**src/rtl/instruction_fetch.sv**
```systemverilog
// PC generation and IF/ID staging register in front of a combinational-read instruction memory.
// Optional misaligned-redirect trap enabled by defining FETCH_MISALIGN_TRAP_EN.
module instruction_fetch #(
    parameter logic [31:0] RESET_PC   = 32'h0000_0000,
    parameter int unsigned IMEM_BYTES = 1024
) (
    input  logic        clk,
    input  logic        reset,
    input  logic        stall,
    input  logic        redirect_valid,
    input  logic [31:0] redirect_target,
    output logic [31:0] read_address,
    input  logic [31:0] instruction_code,
    output logic [31:0] if_id_pc,
    output logic [31:0] if_id_pc_plus4,
    output logic [31:0] if_id_instruction,
    output logic        if_id_valid,
    output logic [31:0] fetch_count,
    output logic        fetch_fault
);

    localparam logic [31:0] LAST_PC = 32'(IMEM_BYTES - 4);
    localparam logic [31:0] NOP     = 32'h0000_0013;

    logic [31:0] pc;
    logic [31:0] pc_plus4;
    logic        in_range;
    logic        halted;
    logic        trap;

    assign read_address = pc;
    assign pc_plus4     = pc + 32'd4;
    assign in_range     = (pc <= LAST_PC);

`ifdef FETCH_MISALIGN_TRAP_EN
    typedef enum logic {RUN, HALT} state_t;
    state_t state;

    assign halted = (state == HALT);
    assign trap   = redirect_valid && (redirect_target[1:0] != 2'b00);

    // Once halted, only reset clears the fault; stall and redirect are ignored.
    always_ff @(posedge clk or posedge reset) begin
        if (reset) begin
            state       <= RUN;
            fetch_fault <= 1'b0;
        end else if (!halted && trap) begin
            state       <= HALT;
            fetch_fault <= 1'b1;
        end
    end
`else
    logic unused_target_lsbs;

    assign halted             = 1'b0;
    assign trap               = 1'b0;
    assign fetch_fault        = 1'b0;
    assign unused_target_lsbs = ^redirect_target[1:0];
`endif

    always_ff @(posedge clk or posedge reset) begin
        if (reset) begin
            pc                <= RESET_PC;
            if_id_pc          <= '0;
            if_id_pc_plus4    <= '0;
            if_id_instruction <= NOP;
            if_id_valid       <= 1'b0;
            fetch_count       <= '0;
        end else if (halted || trap) begin
            if_id_valid <= 1'b0;
        end else if (redirect_valid) begin
            pc          <= {redirect_target[31:2], 2'b00};
            if_id_valid <= 1'b0;
        end else if (!stall) begin
            if (!in_range) begin
                // Parked past the end of memory until a redirect arrives.
                if_id_valid <= 1'b0;
            end else begin
                pc                <= pc_plus4;
                if_id_pc          <= pc;
                if_id_pc_plus4    <= pc_plus4;
                if_id_instruction <= instruction_code;
                if_id_valid       <= 1'b1;
                fetch_count       <= fetch_count + 32'd1;
            end
        end
    end

endmodule

```
**config.mk**
```make
export PLATFORM = sky130hd
export DESIGN_NAME = instruction_fetch
export DESIGN_NICKNAME = d
export VERILOG_FILES = /design/src/rtl/instruction_fetch.sv
export SDC_FILE = /design/constraint.sdc
export NUM_CORES = 1
export LEC_CHECK = 0
export ABC_AREA = 1
export CAP_MARGIN = 25
export CORE_ASPECT_RATIO = 1.25
export CORE_MARGIN = 4
export CORE_UTILIZATION = 42
export CTS_BUF_LIST = sky130_fd_sc_hd__clkbuf_16
export DETAILED_ROUTE_END_ITERATION = 6
export PLACE_DENSITY = 0.76
export SLEW_MARGIN = 40
export SYNTH_ARGS = -nofsm -noshare
export SYNTH_HDL_FRONTEND = slang
export SYNTH_SLANG_ARGS = --single-unit
```
**constraint.sdc**
```tcl
create_clock -name clk -period 5.26 [get_ports clk]
set_input_delay 0.789 -clock clk [delete_from_list [all_inputs] [get_ports clk]]
set_output_delay 0.789 -clock clk [all_outputs]
set_load 0.02 [all_outputs]
```
==> results of run 1 <==
==> worst max path at each step <==
stage,end,from
finish,fetch_count[26],redirect_valid
global route,fetch_count[26],redirect_valid
CTS,fetch_count[26],redirect_valid
detailed placement,fetch_count[29],redirect_valid
global placement,fetch_count[25],redirect_valid
floorplan,fetch_count[0],reset
==> power by group through the flow <==
stage | logic, mW | registers, mW | clock network (mW)
final | 0.315 | 1.28 | 1.22
after global routing | 0.343 | 1.28 | 1.30
after floorplan | 0.106 | 1.34 | 0
after global placement | 0.314 | 1.30 | 0
after detailed placement | 0.317 | 1.30 | 0
after CTS | 0.319 | 1.28 | 1.25
==> worst register-to-register path: stages, from the launching register on <==
cell      delay [ns]
dfrtp_1         0.49
ha_1            0.28
nand3_2         0.12
inv_1           0.08
nand3b_1        0.18
nand2_2         0.13
nor2_4          0.16
buf_4           0.63
nand3_1         0.19
nand2_1         0.13
==> metal layers <==
metal / vias up / GRT usage, % / share of wire, %
met5: - / 0 / 0
met4: 0 / 8.02 / 3.0
met3: 41 / 6.13 / 7.3
met2: 236 / 35.4 / 49
met1: 3118 / 25.0 / 41
li1: 3265 / - / -
==> Yosys cell counts <==
| cell type | number |
|---|---|
| dfstp_2 | 3 |
| nor3_4 | 1 |
| or2_1 | 1 |
| or2_0 | 1 |
| nand3b_1 | 22 |
| nand3_1 | 99 |
| clkbuf_1 | 4 |
| nand3_2 | 1 |
| nor2_1 | 119 |
| nand4_1 | 1 |
| nand2_4 | 1 |
| buf_2 | 11 |
| dfrtp_1 | 152 |
| nand2_1 | 384 |
| inv_2 | 1 |
| conb_1 | 1 |
| o21ai_0 | 9 |
| xor2_1 | 8 |
| buf_6 | 15 |
| ha_1 | 3 |
| nand2_2 | 2 |
| buf_4 | 7 |
| xnor2_1 | 8 |
| buf_1 | 8 |
| nor2_4 | 1 |
| inv_1 | 63 |
| nor2_2 | 3 |
==> logic make-up after synthesis <==
logic type	synth area share [%]
XOR/XNOR	1.91
AO/OA/AOI/OAI	0.615
buffers and inverters	7.68
AND/OR/NAND/NOR	36.2
flip-flops	53.1
other	0.0512
adder cells (fa/ha/maj)	0.513
==> per-stage QoR <==
step                      worst slack (ns)  power (mW)  util [%]  hold WS, ns
final                                 2.42        2.81      60.0        0.466
after global routing                  2.16        2.92      60.0        0.485
after CTS                             2.40        2.85      59.9        0.467
after detailed placement              1.96        1.62      56.4        0.455
after global placement                2.03        1.61      56.3        0.450
after floorplan                      0.298        1.45         -        0.494
==> layout make-up <==
type	count	area share (%)
clock buffers	17	4.18
flip-flops and latches	155	38.1
multi-input cells	671	28.6
inverters	64	2.43
well taps	220	2.70
clock inverters	15	1.70
repair buffers	228	22.3
==> state kept, by name (all words and copies together), names as in the netlist <==
signal,count
read_address,30
if_id_pc,30
if_id_pc_plus4,30
fetch_count,32
if_id_instruction,32
if_id_valid,1
==> flow_summary.json, run 1 <==
{
  "synth_cells": 929,
  "crit_path_start_kind": "primary input",
  "stdcell_area_mm2": 0.0102,
  "worst_pin_slew_ns": 0.732,
  "top_level_ports": 230,
  "synthDistinctLibCells": 27,
  "hold_class": "flip-flop to flip-flop",
  "cts.clk_slew.worst_paths_ns": 0.07,
  "r2r_cells": 9,
  "place_area_mm2": 0.00957,
  "tns_ns": 0,
  "gp_congestion": 0.918,
  "diodes": 0,
  "grt.total_usage_pct": 20.8,
  "initial_core_util_pct": 43.1,
  "slowest_delay_ns": 0.62,
  "r2r-start": "read_address[2]",
  "multi_input_area_mm2": 0.00291,
  "yosys-top-cells-area": "dfrtp_1 52%, nand2_1 20%, nand3_1 6.8%, nor2_1 6.1%, inv_1 3.2%",
  "grt_pass1_vias": 6587,
  "worstSetupPathType": "primary input to flip-flop",
  "fin_crit_sh_pct": 53.9,
  "switchingPower_uw": 791,
  "seq_area_mm2": 0.00388,
  "cts_resized": 0,
  "power.density_mw_per_mm2": 276,
  "synth_top_cell_area_share_pct": 52.0,
  "vias_per_cell": 4.86,
  "required_ns": 5.61,
  "swShare_pct": 28.1,
  "layout_commonest_cell": "nand2_1",
  "p_comb_share_pct": 11.2,
  "endpoint_kind": "flip-flop",
  "row_count": 53,
  "drtAntennaViolNets": 0,
  "r2r_end": "if_id_instruction[12]",
  "cts_tree": "built",
  "cp.arrival_ns": 3.19,
  "area_delta_synth_final_pct": 39.1,
  "path_cells": "clkdlybuf4s50_1, buf_4, nor2_4, inv_1, nor3_4, buf_4, nand2_1, nand2_1",
  "grt_pass1_wl_um": 33300,
  "drtIter0Drc": 382,
  "finalNonFillerCells": 1370,
  "firstDrtPassIters": 5,
  "p_leak_nw": 4.99,
  "n_fill_cell": 1540,
  "path_depth": 8,
  "wl_um": 20100,
  "wl_per_cell_um": 14.7,
  "core_mm2": 0.0170,
  "timing.final.max_slew_violations": 0,
  "vias": 6660,
  "timing.slew.headroom_pct": 51.2,
  "ir_drop_uv": 181,
  "cts_buffers": 17,
  "cts.sinks": 155,
  "nets": 1208,
  "worstHoldStart": "if_id_instruction[0]",
  "place_hpwl_um": 13700,
  "dieArea_mm2": 0.0196,
  "path_max_fanout": 60,
  "drive_gt1_share_pct": 4.70,
  "syn_area_mm2": 0.00732,
  "clockPowerShare_pct": 43.4,
  "antenna_found_initial": 0,
  "worst-path-buf-inv": 4,
  "die_w_um": 126,
  "fin_crit_ns": 2.84,
  "cpMaxStageDelayCell": "nor2_4",
  "clock_latency_ns": 0.42,
  "finalSetupViolations": 0,
  "drc": 0,
  "hold_viol_final": 0,
  "clock_skew_ns": 0.0145,
  "cap_violations": 0,
  "h-tree-depth": 4,
  "cts_setup_buffers": 0,
  "grt_remaining_overflow": 0,
  "hold_path_depth": 2,
  "max_freq_mhz": 353,
  "cts_buffer_depth": 2,
  "synth_warnings": 0,
  "layout_common_cells": "384 x nand2_1, 220 x clkdlybuf4s50_1, 152 x dfrtp_1",
  "grt_max_degree": 95,
  "hold_path_end": "if_id_instruction[0]",
  "cts_hold_buf": 0,
  "synth_area_leader_cell": "dfrtp_1",
  "dp.cells": 1337,
  "internal_power_mw": 2.02,
  "cts_root_buf": "clkbuf_16",
  "status": "complete, no violations",
  "io_buffers": 220,
  "die_h_um": 156,
  "synth_seq_cells": 155,
  "seq_power_share_pct": 45.4,
  "yosysSeqAreaShare_pct": 53.1,
  "cp_top_family": "buffers and inverters",
  "rsz0062_at_grt": "false",
  "r2r_slack_ns": 2.83,
  "syn_avg_cell_area_um2": 7.88
}
No activity file was read; power rests on OpenSTA's default activity.
==> run 2, diff against run 1 <==
==> constraint.sdc (replaced) <==
create_clock -name clk -period 2.43 [get_ports clk]
set_input_delay 0.3645 -clock clk [delete_from_list [all_inputs] [get_ports clk]]
set_output_delay 0.3645 -clock clk [all_outputs]
set_load 0.02 [all_outputs]
==> run 2 against run 1 <==
Register-to-register slack worse by 2.6 ns. Die area stayed put. Design area is 0.79% higher. Highest routed layer unchanged. Clock skew down 0.0021 ns. Via count shrank 0.63%. Sequential share of layout area decreased by 0.30 points. Worst hold slack worse by 0.18 ns. Sequential cell count did not move. Total power is 120% higher.
==> flow_summary.json, run 2 (synthesis results as in run 1) <==
{
  "top_level_ports": 230,
  "r2r_slack_ns": 0.27,
  "drive_gt1_share_pct": 5.19,
  "crit_start": "read_address[3]",
  "layout_commonest_cell": "nand2_1",
  "grt_pass1_wl_um": 32600,
  "io_buffers": 220,
  "core_mm2": 0.0170,
  "place_hpwl_um": 13900,
  "layout_setup_ws_ns": 0.267,
  "vias": 6618,
  "die_h_um": 156,
  "area_delta_synth_final_pct": 40.2,
  "firstDrtPassIters": 7,
  "crit_path_start_kind": "flip-flop",
  "gp_congestion": 0.936,
  "cts_setup_buffers": 0,
  "die_w_um": 126,
  "path_max_fanout": 47,
  "cts_buffer_depth": 2,
  "fin_util_pct": 60.4,
  "rsz0062_at_grt": "false",
  "initial_core_util_pct": 43.1,
  "drc": 0,
  "wl_per_cell_um": 14.4,
  "clock_skew_ns": 0.0124,
  "cts_root_buf": "clkbuf_16",
  "cts.clk_slew.worst_paths_ns": 0.07,
  "dp_slack_ns": 0.323,
  "grt.total_usage_pct": 20.5,
  "grt_max_degree": 65,
  "cts_tree": "built",
  "dr_wl_met2_um": 9610,
  "r2r_end": "fetch_count[12]",
  "vias_per_cell": 4.81,
  "dr_wl_met3_um": 1540,
  "power.density_mw_per_mm2": 591,
  "holdWs_ns": 0.287,
  "top_regs": "fetch_count: 32 flops, if_id_instruction: 32 flops",
  "n_fill_cell": 1526,
  "hold_viol_final": 0,
  "required_ns": 2.79,
  "top_layer": "met4",
  "endpoint_kind": "flip-flop",
  "fin_crit_sh_pct": 89.0,
  "critPathCapture": "fetch_count[12]",
  "r2r_cells": 10,
  "stdcell_area_mm2": 0.0103,
  "nets": 1214,
  "drtAntennaViolNets": 0,
  "hold_class": "primary input to asynchronous set/reset pin",
  "h-tree-depth": 4,
  "finalSetupViolations": 0,
  "wl_um": 19900,
  "cap_violations": 0,
  "place_area_mm2": 0.00966,
  "wl_met1_um": 8160,
  "tns_ns": 0,
  "ir_drop_uv": 406,
  "cts_hold_buf": 0,
  "grt_remaining_overflow": 0,
  "row_count": 53,
  "cts.sinks": 155,
  "timing.final.max_slew_violations": 0,
  "status": "complete, no violations",
  "drtIter0Drc": 370,
  "antenna_found_initial": 0,
  "fin_crit_ns": 2.16,
  "clock_latency_ns": 0.43,
  "grt_pass1_vias": 6478,
  "worstSetupPathType": "flip-flop to flip-flop",
  "max_freq_mhz": 462,
  "cp.arrival_ns": 2.52,
  "dieArea_mm2": 0.0196,
  "layout_common_cells": "384 x nand2_1, 220 x clkdlybuf4s50_1, 152 x dfrtp_1",
  "p_leak_nw": 5.04,
  "diodes": 0,
  "r2r-start": "read_address[3]",
  "cts_resized": 0,
  "cts_buffers": 17
}
==> run 2: cell count changes in the layout (fill, tap and decap cells not counted), moves of 2 or more <==
| cell | change |
|---|---|
| buf_12 | +4 |
| buf_4 | +3 |
| inv_6 | +2 |
| inv_8 | -4 |
==> run 2: how the worst min path moves through the flow <==
stage,cells past startpoint,slack (ns),startpoint,to
2_1_floorplan,2,0.48,instruction_code[0],if_id_instruction[0]
3_3_place_gp,2,0.45,if_id_instruction[4],if_id_instruction[4]
3_5_place_dp,2,0.46,if_id_pc[9],if_id_pc[9]
4_1_cts,2,0.28,reset,fetch_count[2]
5_1_grt,2,0.30,reset,fetch_count[2]
6_report,2,0.29,reset,fetch_count[2]
==> run 2: report_power, final <==
part           switching [mW]  leakage (nW)  total [mW]  internal [mW]
Sequential             0.0943          1.95        2.76           2.67
Clock                    1.23         0.291        2.62           1.38
Combinational           0.361          2.80       0.689          0.329
==> run 2: critical path: stages, from the launching register on <==
cell      delay, ns
dfrtp_1        0.47
ha_1           0.24
nand3_2        0.13
inv_1          0.13
nand3b_1       0.13
nand2_2        0.15
nor2_4         0.06
nand2_4        0.11
buf_4          0.43
nand2_1        0.13
nand2_1        0.10
==> run 2: layout make-up <==
type / instances / area (µm²) / area share, %
repair buffers: 234 / 2360 / 23.0
clock buffers: 17 / 425 / 4.15
flip-flops and latches: 155 / 3880 / 37.8
well taps: 220 / 275 / 2.68
clock inverters: 15 / 174 / 1.70
inverters: 64 / 244 / 2.38
multi-input cells: 671 / 2900 / 28.3
==> run 2: per-stage QoR <==
stage | std cells | power (mW)
after floorplan | 935 | 3.13
after global placement | 1344 | 3.50
after detailed placement | 1344 | 3.50
after CTS | 1376 | 6.14
after global routing | 1376 | 6.33
final | 1376 | 6.07
==> run 2: routing by layer <==
| metal | up-vias | track usage, % |
|---|---|---|
| met5 | - | 0 |
| met4 | 0 | 7.92 |
| met3 | 33 | 6.40 |
| met2 | 238 | 33.8 |
| met1 | 3064 | 25.3 |
| li1 | 3283 | - |
==> run 3, diff against run 2 <==
--- a/config.mk
+++ b/config.mk
@@ -9,10 +9,11 @@
 export CAP_MARGIN = 25
 export CORE_ASPECT_RATIO = 1.25
 export CORE_MARGIN = 4
-export CORE_UTILIZATION = 42
+export CORE_UTILIZATION = 47
 export CTS_BUF_LIST = sky130_fd_sc_hd__clkbuf_16
 export DETAILED_ROUTE_END_ITERATION = 6
-export PLACE_DENSITY = 0.76
+export GPL_ROUTABILITY_DRIVEN = 0
+export PLACE_DENSITY = 0.81
 export SLEW_MARGIN = 40
 export SYNTH_ARGS = -nofsm -noshare
 export SYNTH_HDL_FRONTEND = slang
==> constraint.sdc (replaced) <==
create_clock -name clk -period 2.4 [get_ports clk]
set_input_delay 0.36 -clock clk [delete_from_list [all_inputs] [get_ports clk]]
set_output_delay 0.36 -clock clk [all_outputs]
set_load 0.02 [all_outputs]
==> run 3 against run 2 <==
Critical path depth is the same. Sequential cell count did not move. Total power rose by 0.32%. Wire length is 0.65% higher. Combinational power rose by 3%. Worst setup slack better by 0.10 ns. Fmax is 6.6% higher. Die area is 10% lower. Sequential share of layout area about the same. Global-route usage grew 2.7 points. Critical endpoint is now if_id_instruction[30].
==> flow_summary.json, run 3 (synthesis results as in run 1) <==
{
  "cts_setup_buffers": 0,
  "die_w_um": 120,
  "drtAntennaViolNets": 0,
  "dieArea_mm2": 0.0176,
  "drive_gt1_share_pct": 5.26,
  "clock_latency_ns": 0.43,
  "grt_pass1_vias": 6718,
  "worst-path-buf-inv": 2,
  "rsz0062_at_grt": "false",
  "endpoint_kind": "flip-flop",
  "use_met2_pct": 40.8,
  "nets": 1217,
  "layout_setup_ws_ns": 0.371,
  "cts_tree": "built",
  "die_h_um": 148,
  "firstDrtPassIters": 5,
  "slowest_delay_ns": 0.46,
  "cap_violations": 0,
  "dp_slack_ns": 0.182,
  "grt.total_usage_pct": 23.2,
  "cts_resized": 0,
  "p_leak_nw": 5.05,
  "initial_core_util_pct": 48.3,
  "area_delta_synth_final_pct": 40.0,
  "crit_path_start_kind": "flip-flop",
  "timing.final.max_slew_violations": 0,
  "grt_use_met1_pct": 27.1,
  "core_mm2": 0.0151,
  "finalSetupViolations": 0,
  "worst_pin_slew_ns": 0.681,
  "grt_max_degree": 68,
  "cp_top_family": "simple AND/OR/NAND/NOR gates",
  "cp.arrival_ns": 2.34,
  "drc": 0,
  "layout_common_cells": "384 x nand2_1, 220 x clkdlybuf4s50_1, 152 x dfrtp_1",
  "hold_viol_final": 0,
  "fin_crit_sh_pct": 84.6,
  "top_level_ports": 230,
  "n_fill_cell": 1252,
  "required_ns": 2.71,
  "met3_usage_pct": 6.62,
  "cts_hold_buf": 0,
  "diodes": 0,
  "cp_common_cell": "nand2_1",
  "fin_crit_ns": 2.03,
  "wl_per_cell_um": 14.6,
  "top_usage_layer": "met2",
  "status": "complete, no violations",
  "seq_area_mm2": 0.00388,
  "hold_class": "primary input to asynchronous set/reset pin",
  "row_count": 50,
  "place_hpwl_um": 14300,
  "vias_per_cell": 4.90,
  "top_regs": "fetch_count: 32 flops, if_id_instruction: 32 flops",
  "vias": 6705,
  "cts_buffers": 17,
  "max_freq_mhz": 493,
  "fin_util_pct": 67.7,
  "layout_commonest_cell": "nand2_1",
  "ir_drop_uv": 364,
  "cpMaxStageDelayCell": "dfrtp_1",
  "antenna_found_initial": 0,
  "timing.slew.headroom_pct": 54.6,
  "grt_pass1_wl_um": 33200,
  "power.density_mw_per_mm2": 594,
  "path_max_fanout": 31,
  "multi_input_area_mm2": 0.00290,
  "cts.clk_slew.worst_paths_ns": 0.06,
  "io_buffers": 220,
  "worstSetupPathType": "flip-flop to flip-flop",
  "holdWs_ns": 0.238,
  "grt_remaining_overflow": 0,
  "cts_buffer_depth": 2,
  "cts.sinks": 155,
  "drtIter0Drc": 412,
  "wl_um": 20000,
  "h-tree-depth": 4,
  "cts_root_buf": "clkbuf_16",
  "tns_ns": 0,
  "path_cells": "ha_1, nand3_2, inv_1, nand3b_1, nand2_2, nor2_4, nand2_4, buf_12, nand2_1, nand2_1",
  "clock_skew_ns": 0.0124
}
==> run 3: changes by cell type in the layout (fill, tap and decap cells not counted), sizes merged <==
cell and change:
clkinv -3, buf +3, bufinv +1, clkinvlp +2
==> run 3: final cells by class <==
| cell class | count | share of cell area, % |
|---|---|---|
| Timing Repair Buffer | 237 | 23.3 |
| Clock inverter | 15 | 1.38 |
| Multi-Input combinational cell | 671 | 28.3 |
| Sequential cell | 155 | 37.9 |
| Clock buffer | 17 | 4.15 |
| Tap cell | 208 | 2.54 |
| Inverter | 64 | 2.38 |
==> run 3: worst paths after layout <==
kind | from | endpoint | slack, ns | depth (start not counted)
hold / removal | reset | read_address[9] | 0.24 | 2
min in group clk | if_id_instruction[4] | if_id_instruction[4] | 0.46 | 2
setup / recovery | read_address[3] | if_id_instruction[30] | 0.37 | 10
max in group asynchronous | reset | if_id_instruction[4] | 1.49 | 3
hold reg to reg | if_id_instruction[4] | if_id_instruction[4] | 0.46 | 2
setup reg to reg | read_address[3] | if_id_instruction[30] | 0.37 | 10
==> run 3: where the power goes <==
group	internal [mW]	switching [mW]
Combinational	0.333	0.376
Clock	1.45	1.13
Sequential	2.70	0.0933
Total	4.48	1.60
==> run 3: through the flow <==
| stage | area, µm² | power [mW] | std cells |
|---|---|---|---|
| final | 10200 | 6.09 | 1367 |
| after global routing | 10200 | 6.33 | 1367 |
| after CTS | 10200 | 6.15 | 1367 |
| after detailed placement | 9680 | 3.55 | 1335 |
| after global placement | 9680 | 3.54 | 1335 |
| after floorplan | 7340 | 3.17 | 935 |
==> run 3: routing by layer <==
layer	vias to the layer above	wire, µm
met1	3110	7960
met4	0	524
li1	3290	-
met3	47	1390
met2	258	10100
met5	-	0
